## config.mk

```make
export PLATFORM = sky130hd
export DESIGN_NAME = ibex_cheri_cap_mem_seq
export DESIGN_NICKNAME = d
export VERILOG_FILES = /design/src/rtl/ibex_cheri_cap_mem_seq_pkg.sv /design/src/rtl/ibex_cheri_cap_mem_seq.sv
export SDC_FILE = /design/constraint.sdc
export NUM_CORES = 1
export LEC_CHECK = 0
export ABC_AREA = 0
export CAP_MARGIN = 10
export CORE_MARGIN = 10
export CORE_UTILIZATION = 50
export DETAILED_ROUTE_END_ITERATION = 7
export MAX_ROUTING_LAYER = met4
export PLACE_DENSITY = 0.89
export SETUP_SLACK_MARGIN = 0.5
export SLEW_MARGIN = 30
export SYNTH_ARGS = -nofsm -noshare
export SYNTH_HDL_FRONTEND = slang
export SYNTH_SLANG_ARGS = --single-unit
export TNS_END_PERCENT = 10
```

## constraint.sdc

```tcl
create_clock -name clk_i -period 17 [get_ports clk_i]
set_input_delay 3.4 -clock clk_i [delete_from_list [all_inputs] [get_ports clk_i]]
set_output_delay 3.4 -clock clk_i [all_outputs]
set_load 0.05 [all_outputs]
```

## src/rtl/ibex_cheri_cap_mem_seq_pkg.sv

```systemverilog
// Shared types and constants for the capability memory sequencer.
//
// Contents:
//   cap_mem_state_e     - sequencer FSM state (7 states, 3-bit encoding)
//   CAP_MEM_BYTES       - size of one capability image in memory
//   CAP_HI_OFFSET       - byte offset of the high word of a capability
//   cap_addr_misaligned - true when an address is not capability-aligned
//   cap_word_addr       - clears the byte-in-word bits of an address
package ibex_cheri_cap_mem_seq_pkg;

  typedef enum logic [2:0] {
    StIdle   = 3'd0,
    StMisal  = 3'd1,
    StReqLo  = 3'd2,
    StWaitLo = 3'd3,
    StReqHi  = 3'd4,
    StWaitHi = 3'd5,
    StDone   = 3'd6
  } cap_mem_state_e;

  localparam int unsigned CAP_MEM_BYTES = 8;
  localparam logic [31:0] CAP_HI_OFFSET = 32'd4;

  // A capability must sit on a CAP_MEM_BYTES boundary.
  function automatic logic cap_addr_misaligned(logic [31:0] addr);
    logic [31:0] mask;
    mask = 32'(CAP_MEM_BYTES - 1);
    return |(addr & mask);
  endfunction

  function automatic logic [31:0] cap_word_addr(logic [31:0] addr);
    return {addr[31:2], 2'b00};
  endfunction

endpackage

```

## src/rtl/ibex_cheri_cap_mem_seq.sv

```systemverilog
// Capability load/store sequencer.
//
// Takes one 64-bit capability access (image + tag) from the execute stage and
// performs it as two back-to-back 32-bit data-bus transactions: the low word at
// the request address, then the high word at address + 4. The reassembled image
// and tag, or an error / misalignment indication, is returned to writeback as a
// single-cycle completion pulse.
//
// Parameters:
//   TagBusEn   - 1: drive data_tag_o and sample data_rtag_i; 0: tags forced to 0
//   AbortOnErr - 1: a bus error on the low beat skips the high beat
//
// Ports:
//   clk_i, rst_i          clock, asynchronous active-high reset
//   cap_req_i/ready_o     request handshake from EX (accept = req & ready)
//   cap_we_i, cap_addr_i  store/load select and byte address
//   cap_wdata_i/wtag_i    capability image and tag to store
//   cap_valid_o           one-cycle completion pulse
//   cap_rdata_o/rtag_o    loaded image and tag (0 for stores and errors)
//   cap_err_o             bus error seen on any issued beat
//   cap_misaligned_o      address not 8-byte aligned; no bus access performed
//   data_*                32-bit data bus (req/gnt, rvalid response, tag side band)
module ibex_cheri_cap_mem_seq
  import ibex_cheri_cap_mem_seq_pkg::*;
#(
  parameter bit TagBusEn   = 1'b1,
  parameter bit AbortOnErr = 1'b1
) (
  input  logic        clk_i,
  input  logic        rst_i,

  input  logic        cap_req_i,
  output logic        cap_ready_o,
  input  logic        cap_we_i,
  input  logic [31:0] cap_addr_i,
  input  logic [63:0] cap_wdata_i,
  input  logic        cap_wtag_i,
  output logic        cap_valid_o,
  output logic [63:0] cap_rdata_o,
  output logic        cap_rtag_o,
  output logic        cap_err_o,
  output logic        cap_misaligned_o,

  output logic        data_req_o,
  input  logic        data_gnt_i,
  input  logic        data_rvalid_i,
  output logic        data_we_o,
  output logic [3:0]  data_be_o,
  output logic [31:0] data_addr_o,
  output logic [31:0] data_wdata_o,
  output logic        data_tag_o,
  input  logic [31:0] data_rdata_i,
  input  logic        data_rtag_i,
  input  logic        data_err_i
);

  cap_mem_state_e state_q;

  // Request captured at accept; held for the whole sequence.
  logic        we_q;
  logic [31:0] addr_q;
  logic [63:0] wdata_q;
  logic        wtag_q;

  // Response accumulated across both beats.
  logic [63:0] rdata_q;
  logic        rtag_q;
  logic        err_q;

  logic        rtag_in;
  logic [31:0] hi_addr;

  assign rtag_in = TagBusEn & data_rtag_i;
  assign hi_addr = addr_q + CAP_HI_OFFSET;  // wraps at 2^32

  // Single FSM: state and capture registers advance together.
  always_ff @(posedge clk_i or posedge rst_i) begin
    if (rst_i) begin
      state_q <= StIdle;
      we_q    <= 1'b0;
      addr_q  <= '0;
      wdata_q <= '0;
      wtag_q  <= 1'b0;
      rdata_q <= '0;
      rtag_q  <= 1'b0;
      err_q   <= 1'b0;
    end else begin
      unique case (state_q)
        StIdle: begin
          if (cap_req_i) begin
            we_q    <= cap_we_i;
            addr_q  <= cap_addr_i;
            wdata_q <= cap_wdata_i;
            wtag_q  <= TagBusEn & cap_wtag_i;
            rdata_q <= '0;
            rtag_q  <= 1'b0;
            err_q   <= 1'b0;
            state_q <= cap_addr_misaligned(cap_addr_i) ? StMisal : StReqLo;
          end
        end
        StMisal: state_q <= StIdle;
        StReqLo: begin
          if (data_gnt_i) state_q <= StWaitLo;
        end
        StWaitLo: begin
          if (data_rvalid_i) begin
            rdata_q[31:0] <= data_rdata_i;
            rtag_q        <= rtag_in;
            err_q         <= data_err_i;
            state_q       <= (data_err_i && AbortOnErr) ? StDone : StReqHi;
          end
        end
        StReqHi: begin
          if (data_gnt_i) state_q <= StWaitHi;
        end
        StWaitHi: begin
          if (data_rvalid_i) begin
            rdata_q[63:32] <= data_rdata_i;
            // A capability is only valid if both halves carried a set tag.
            rtag_q         <= rtag_q & rtag_in;
            err_q          <= err_q | data_err_i;
            state_q        <= StDone;
          end
        end
        StDone:  state_q <= StIdle;
        default: state_q <= StIdle;
      endcase
    end
  end

  // Outputs depend on registers only, so they are glitch-free and a reset
  // takes effect on the bus in the same cycle it is asserted.
  always_comb begin
    cap_ready_o      = 1'b0;
    cap_valid_o      = 1'b0;
    cap_rdata_o      = '0;
    cap_rtag_o       = 1'b0;
    cap_err_o        = 1'b0;
    cap_misaligned_o = 1'b0;
    data_req_o       = 1'b0;
    data_we_o        = 1'b0;
    data_be_o        = 4'hF;
    data_addr_o      = '0;
    data_wdata_o     = '0;
    data_tag_o       = 1'b0;

    unique case (state_q)
      StIdle: cap_ready_o = 1'b1;
      StMisal: begin
        cap_valid_o      = 1'b1;
        cap_misaligned_o = 1'b1;
      end
      StReqLo: begin
        data_req_o   = 1'b1;
        data_we_o    = we_q;
        data_addr_o  = cap_word_addr(addr_q);
        data_wdata_o = we_q ? wdata_q[31:0] : 32'h0;
        data_tag_o   = we_q & wtag_q;
      end
      StReqHi: begin
        data_req_o   = 1'b1;
        data_we_o    = we_q;
        data_addr_o  = cap_word_addr(hi_addr);
        data_wdata_o = we_q ? wdata_q[63:32] : 32'h0;
        data_tag_o   = we_q & wtag_q;
      end
      StDone: begin
        cap_valid_o = 1'b1;
        cap_err_o   = err_q;
        // Stores and failed loads never expose partially loaded data.
        if (!we_q && !err_q) begin
          cap_rdata_o = rdata_q;
          cap_rtag_o  = rtag_q;
        end
      end
      default: ;
    endcase
  end

`ifndef SYNTHESIS
  // A response with nothing outstanding indicates a broken bus slave.
  always @(posedge clk_i) begin
    if (!rst_i) begin
      assert (!(data_rvalid_i && !(state_q inside {StWaitLo, StWaitHi})))
        else $error("data_rvalid_i with no outstanding transaction");
    end
  end
`endif

endmodule
```

==> key figures, run 1 <==
Layout
  – Nets: 1256
  – Multi-input logic area: 4020 µm²
  – Share of post-route cells with drive strength above 1: 13.7%
  – Post-layout util: 71.2%
  – Register area: roughly 4100 µm²
  – Number of fill cells: 1228
  – Layout area overhead: 39.3%

Flow run
  – Max cap viols: 0

Clock tree
  – H-Tree Depth: 4
  – Worst-Skew Late Latency: 0.43 ns
  – TritonCTS buffer count: 17
  – # hold bufs at CTS: 0
  – Post-cts resize count: 0
  – TritonCTS clock tree: yes
  – Postcts setup bufs: 0
  – Max Buffers Root-to-Sink: 2
  – Clock transition at path regs: 0.06 ns
  – Clk Tree Root Cell: clkbuf_16
  – Num Clock Sinks: 165

Logic synthesis
  – Synthesized instance count: 888
  – Synth top area cells: dfrtp_1 49%, mux2_2 12%, nand2_1 7.5%
  – Fraction of registers with async set/reset: 100%
  – Synth area leader: dfrtp_1
  – Top cells by count, synth: 171 x nand2_1, 165 x dfrtp_1, 96 x o21ai_0, 90 x mux2_2, 66 x and2_1
  – Sequential area share after synthesis: 48.5%
  – Synthesized area: 8510 µm²
  – Number of synthesized flops with an enable pin: 0
  – Top-area cell type share of the netlist area: about half
  – Yosys warnings: 0
  – Synth unique cells: 57
  – Mean Syn Cell Area: 9.58 µm²
  – Count leader, synth: nand2_1
  – Synthesized flop and latch total: 165
  – Prevailing post-synth register cell: dfrtp_1

STA
  – F_max: approximately 0.15 GHz
  – Final min period: between 6 and 7 ns
  – Endpoints failing hold: 0
  – Fin. max-slew vios: 0
  – Slew margin rel.: a little under two fifths
  – Worst hold slack: 0.470 ns
  – Max Clock Skew: 0.00783 ns
  – Setup TNS Final: 0 ns
  – Worst Tran Pin Value: 0.919 ns
  – Final setup vio count: 0
  – Period utilization: 40.0%
  – RSZ-0062 raised after global routing: false

Drt
  – WL per Instance: 19.7 µm
  – Drt total wl: 26700 µm
  – Via count: 7614
  – DR iter-0 viols: 505
  – Post-DR vias/cell: approximately 5.6
  – Post-detailed-route count of antenna-violating nets: 0
  – Drt drc: 0
  – First-pass iteration count of the detailed router: 8

Setup path
  – Worst Path Max Fanout: 23
  – Worst setup path class: flop to output pin
  – Critical path depth: 5
  – Data required, critical path: 13.60 ns
  – Last element of the critical path: data_addr_o[25]
  – Critical Path Start Type: flop
  – Reg2reg setup slack: roughly 14 ns
  – Slowest stage delay, CP: 0.82 ns
  – Reg2reg end: wdata_q[49]
  – Cell Chain, Critical Path: or3b_2 > nor2_1 > or4b_1 > nand3_1 > clkdlybuf4s50_1
  – Critical Path End Type: output pin
  – WP data arrival: 3.40 ns
  – Buf/Inv on CP: 1
  – Slowest-stage cell, CP: clkdlybuf4s50_1
  – Reg2reg path depth: 4
  – Crit path max-delay family: simple AND/OR/NAND/NOR gates
  – FF-to-FF Start: state_q[0]
  – CP startpoint: state_q[2]

Placed design
  – Port buffer count: 270
  – Routability cong.: 0.871
  – HPWL after DPL: 18900 µm

Die
  – Die area: 22600 µm²
  – Die Wd: 150 µm
  – Die height: 150 µm
  – Starting Density: approximately half
  – Cell Rows: between 40 and 50
  – I/O pin count: ~280
  – Core area: between 15000 and 20000 µm²

Run status
  – Status: complete, no violations

Pwr
  – Max rail drop VDD: 130 µV
  – Leakage: 0.00472 µW
  – Power per standard cell area: between 150 and 200 nW/µm²

Global route
  – GRT Util Overall: 23.6%
  – Initial antenna violation count: 1
  – GRT overflow: 0
  – Pin count of the biggest net entering global routing: 91
  – First-pass GRT wire length: ~41000 µm
  – Vias in the first global route: 7485

Min path
  – Min-delay worst type: flop to flop
[through the flow]
step | setup slack, ns | power (µW) | area, µm² | std cells
after detailed placement | 10.65 | 1690 | 11300 | 1318
after CTS | 10.20 | 2080 | 11800 | 1350
after global routing | 9.94 | 2190 | 11900 | 1351
after global placement | 10.69 | 1660 | 11300 | 1318
after floorplan | 9.14 | 1380 | 8520 | 892
final | 10.20 | 2070 | 11900 | 1351
[how the worst min path moves through the flow]
stage,start,to,slack [ns],depth (start not counted)
after floorplan,rdata_q[32],rdata_q[32],0.44,2
after global placement,rdata_q[57],rdata_q[57],0.45,2
after detailed placement,rdata_q[45],rdata_q[45],0.46,2
after CTS,rdata_q[40],rdata_q[40],0.48,2
after global routing,rdata_q[34],rdata_q[34],0.50,2
final,rdata_q[40],rdata_q[40],0.47,2
[report_power, final]
group	internal [µW]	switching, µW
sequential	564	163
combinational	385	583
clock	211	166
[flip-flops by register name, indices dropped and copies added (netlist names)]
name and count:
wdata_q 64, addr_q 30, err_q 1, we_q 1, rdata_q 64, state_q 3
wtag_q 1, rtag_q 1
[kinds of logic after synthesis]
group	after synthesis	synth area share, %
buf+inv	88	4.79
simple gates	361	21.5
mux	90	11.9
fa+ha+maj	2	0.294
flops	165	48.5
other cells	2	0.0883
compound gates	180	12.9
[routing by layer]
layer	vias up	GRT usage, %	routed length [µm]
met3	44	8.25	2940
met2	385	35.1	12300
met5	-	-	0
li1	3528	-	-
met4	0	8.16	603
met1	3657	29.4	10900
[cell type report]
| type | instances | share of cell area [%] |
|---|---|---|
| inverters | 13 | 0.454 |
| clock buffers | 19 | 3.82 |
| flip-flops and latches | 165 | 34.9 |
| diodes | 1 | 0.0211 |
| well taps | 220 | 2.32 |
| clock inverters | 13 | 1.03 |
| repair buffers | 281 | 23.5 |
| multi-input cells | 639 | 34.0 |
[worst register-to-register path, delay by kind of cell, from the launching register on]
family | cells | cell delay, ns
flops | 1 | 0.62
simple gates | 1 | 0.40
buf+inv | 2 | 1.09
mux | 1 | 0.51
[cell usage in the layout (no fill, tap or decap), types with 3 or more instances in the layout]
master | netlist | final
clkdlybuf4s50_1 | 0 | 270
nand2_1 | 171 | 171
dfrtp_1 | 165 | 164
o21ai_0 | 96 | 96
mux2_2 | 90 | 90
and2_1 | 66 | 66
nor2b_1 | 34 | 34
a22oi_1 | 32 | 32
clkbuf_16 | 0 | 17
nand3_1 | 15 | 15
nor2_1 | 15 | 14
inv_1 | 13 | 12
nand4_1 | 12 | 12
nor3_1 | 12 | 11
a31oi_1 | 10 | 10
buf_4 | 7 | 10
a21oi_1 | 10 | 9
and3_1 | 7 | 7
o311ai_0 | 6 | 6
conb_1 | 2 | 6
inv_6 | 0 | 5
o31ai_1 | 4 | 4
clkinvlp_4 | 0 | 4
nand3b_1 | 3 | 3
nand2b_1 | 3 | 3
a31o_2 | 3 | 3
o22ai_1 | 3 | 3
(Power assumes the default switching activity.)
==> run 2: changes to the inputs <==
--- a/config.mk
+++ b/config.mk
@@ -8,10 +8,10 @@
 export ABC_AREA = 0
 export CAP_MARGIN = 10
 export CORE_MARGIN = 10
-export CORE_UTILIZATION = 50
+export CORE_UTILIZATION = 42
 export DETAILED_ROUTE_END_ITERATION = 7
 export MAX_ROUTING_LAYER = met4
-export PLACE_DENSITY = 0.89
+export PLACE_DENSITY = 0.8
 export SETUP_SLACK_MARGIN = 0.5
 export SLEW_MARGIN = 30
 export SYNTH_ARGS = -nofsm -noshare
==> constraint.sdc (replaced) <==
create_clock -name clk_i -period 5.8 [get_ports clk_i]
set_input_delay 1.16 -clock clk_i [delete_from_list [all_inputs] [get_ports clk_i]]
set_output_delay 1.16 -clock clk_i [all_outputs]
set_load 0.05 [all_outputs]
==> run 2 against run 1 <==
Net effect:
- total power rose to 3.0 times the previous value
- clock power rose to 3.1 times the previous value
- highest routed layer unchanged
- flip-flop and latch count did not move
- combinational power rose to 2.9 times the previous value
- hold slack barely moved
- largest cell class unchanged
- first-iteration DRC count rose by 6.5%
- die area rose by 16%
==> key figures, run 2 (same netlist as run 1, synthesis figures left out) <==
STA
  – Fin. max-slew vios: 0 (unchanged)
  – Endpoints failing hold: 0 (unchanged)
  – Slew margin rel.: 52.7% (was 38.2%)
  – Final min period: 4.60 ns
  – Worst Tran Pin Value: 0.709 ns (was 0.919 ns)
  – F_max: 0.217 GHz
  – Max Clock Skew: 0.00728 ns (was 0.00783 ns)
  – Period utilization: 79.3%
  – Final setup vio count: 0 (unchanged)
  – Setup TNS Final: 0 ns (unchanged)
  – RSZ-0062 raised after global routing: false (unchanged)

Die
  – Core area: 20100 µm² (was 16600 µm²)
  – Cell Rows: 52 (was 47)
  – Starting Density: 42.3% (was 51.1%)
  – Die height: 162 µm (was 150 µm)
  – Die Wd: 162 µm (was 150 µm)
  – Die area: 26400 µm² (was 22600 µm²)
  – I/O pin count: 277 (unchanged)

Global route
  – GRT Util Overall: 20.0% (was 23.6%)
  – Initial antenna violation count: 0 (was 1)
  – GR met3 Demand/Resource: 6.52% (was 8.25%)
  – Routing usage on met2: 29.1% (was 35.1%)
  – Pin count of the biggest net entering global routing: 166 (was 91)
  – GR Util met1: 25.6% (was 29.4%)
  – GRT overflow: 0 (unchanged)
  – Vias in the first global route: 7503 (was 7485)
  – Grt peak-use layer: met2 (unchanged)
  – First-pass GRT wire length: 41300 µm (was 41000 µm)

Setup path
  – Crit path max-delay family: buffers and inverters (was simple AND/OR/NAND/NOR gates)
  – CP startpoint: state_q[2] (unchanged)
  – Slowest-stage cell, CP: clkdlybuf4s50_1 (unchanged)
  – Buf/Inv on CP: 2 (was 1)
  – Worst setup path class: flop to output pin (unchanged)
  – Cell Chain, Critical Path: nor3b_2 > buf_4 > nand3_1 > o31ai_1 > clkdlybuf4s50_1 (was or3b_2 > nor2_1 > or4b_1 > nand3_1 > clkdlybuf4s50_1)
  – Critical Path End Type: output pin (unchanged)
  – WP data arrival: 3.44 ns (was 3.40 ns)
  – Reg2reg setup slack: 3.38 ns (was 14.27 ns)
  – FF-to-FF Start: state_q[2] (was state_q[0])
  – Last element of the critical path: data_addr_o[27] (was data_addr_o[25])
  – Reg2reg path depth: 6 (was 4)
  – Data required, critical path: 4.64 ns (was 13.60 ns)
  – Reg2reg end: rdata_q[33] (was wdata_q[49])
  – Critical Path Start Type: flop (unchanged)
  – Critical path depth: 5 (unchanged)
  – Slowest stage delay, CP: 0.87 ns (was 0.82 ns)
  – Worst Path Max Fanout: 65 (was 23)

Drt
  – Drt total wl: 26000 µm (was 26700 µm)
  – WL per Instance: 18.6 µm (was 19.7 µm)
  – Via count: 7410 (was 7614)
  – Post-DR vias/cell: 5.29 (was 5.64)
  – Drt drc: 0 (unchanged)
  – DR iter-0 viols: 538 (was 505)
  – Post-detailed-route count of antenna-violating nets: 0 (unchanged)
  – First-pass iteration count of the detailed router: 7 (was 8)

Layout
  – Number of fill cells: 1691 (was 1228)
  – Commonest non-fill, non-tap cell in the layout: clkdlybuf4s50_1 (unchanged)
  – Non-Filler Instances: 1401 (was 1351)
  – Post-layout util: 59.7% (was 71.2%)
  – Fin area: 12000 µm² (was 11900 µm²)
  – Layout area overhead: 41.0% (was 39.3%)
  – Commonest cells after routing, fill and taps aside: 270 x clkdlybuf4s50_1, 171 x nand2_1, 164 x dfrtp_1 (unchanged)
  – Biggest regs: rdata_q (64), wdata_q (64), addr_q (30) (unchanged)
  – Share of post-route cells with drive strength above 1: 13.8% (was 13.7%)
  – Nets: 1257 (was 1256)

Clock tree
  – Post-cts resize count: 0 (unchanged)
  – Postcts setup bufs: 0 (unchanged)
  – Clock transition at path regs: 0.07 ns (was 0.06 ns)
  – Max Buffers Root-to-Sink: 2 (unchanged)
  – TritonCTS clock tree: yes (unchanged)
  – TritonCTS buffer count: 17 (unchanged)
  – Num Clock Sinks: 165 (unchanged)
  – Worst-Skew Late Latency: 0.42 ns (was 0.43 ns)
  – H-Tree Depth: 4 (unchanged)
  – # hold bufs at CTS: 0 (unchanged)
  – Clk Tree Root Cell: clkbuf_16 (unchanged)

Pwr
  – Power per standard cell area: 510 nW/µm² (was 175 nW/µm²)
  – Pwr Total: 6120 µW (was 2070 µW)
  – Max rail drop VDD: 315 µV (was 130 µV)
  – Leakage: 0.00476 µW (was 0.00472 µW)

Min path
  – Min-delay worst type: flop to flop (unchanged)
  – Worst hold path cell count: 2 (unchanged)

Flow run
  – Max cap viols: 0 (unchanged)

Placed design
  – DP Area: 11400 µm² (was 11300 µm²)
  – HPWL after DPL: 18300 µm (was 18900 µm)
  – Routability cong.: 0.894 (was 0.871)
  – Placed cell count: 1368 (was 1318)
  – Port buffer count: 270 (unchanged)

Run status
  – Status: complete, no violations (unchanged)
[run 2: changes by cell type in the layout (fill, tap and decap cells not counted), sizes merged]
cell / previous run / this run
clkinvlp: 4 / 3
clkbuf: 19 / 18
clkinv: 4 / 2
bufinv: 1 / 3
buf: 11 / 12
inv: 17 / 18
[run 2: metrics by stage]
stage,hold WS (ns),setup WS [ns]
3_3_place_gp,0.454,1.70
5_1_grt,0.506,1.05
3_5_place_dp,0.462,1.64
6_report,0.470,1.20
2_1_floorplan,0.442,1.75
4_1_cts,0.477,1.17
[run 2: where the power goes]
| part | internal (µW) | switching (µW) |
|---|---|---|
| logic | 1140 | 1690 |
| registers | 1650 | 451 |
| clock network | 696 | 489 |
[run 2: worst min-delay path by stage]
stage | start | end | slack (ns)
3_3_place_gp | rdata_q[44] | rdata_q[44] | 0.45
6_report | rdata_q[52] | rdata_q[52] | 0.47
3_5_place_dp | rdata_q[52] | rdata_q[52] | 0.46
5_1_grt | rdata_q[44] | rdata_q[44] | 0.51
2_1_floorplan | rdata_q[32] | rdata_q[32] | 0.44
4_1_cts | rdata_q[43] | rdata_q[43] | 0.48
[run 2: worst reg2reg max path: stages, from the launching register on]
cell	delay, ns
dfrtp_1	0.60
nor4b_2	0.52
buf_4	0.52
a21oi_4	0.05
buf_4	0.32
nand2_1	0.17
o21ai_0	0.10
[run 2: cell type report]
type | instances | area [µm²] | area share, %
antenna | 1 | 2.50 | 0.0209
timing repair buffer | 282 | 2840 | 23.6
clock inverter | 13 | 170 | 1.42
tap | 270 | 338 | 2.82
sequential | 165 | 4130 | 34.4
inverter | 13 | 52.6 | 0.438
clock buffer | 18 | 439 | 3.66
multi-input combinational | 639 | 4030 | 33.6
[run 2: routing by layer]
metal / up-vias / part of all wire (%)
met2: 302 / 46
met5: - / 0
met4: 0 / 2.2
met3: 38 / 8.9
met1: 3543 / 43
li1: 3527 / -
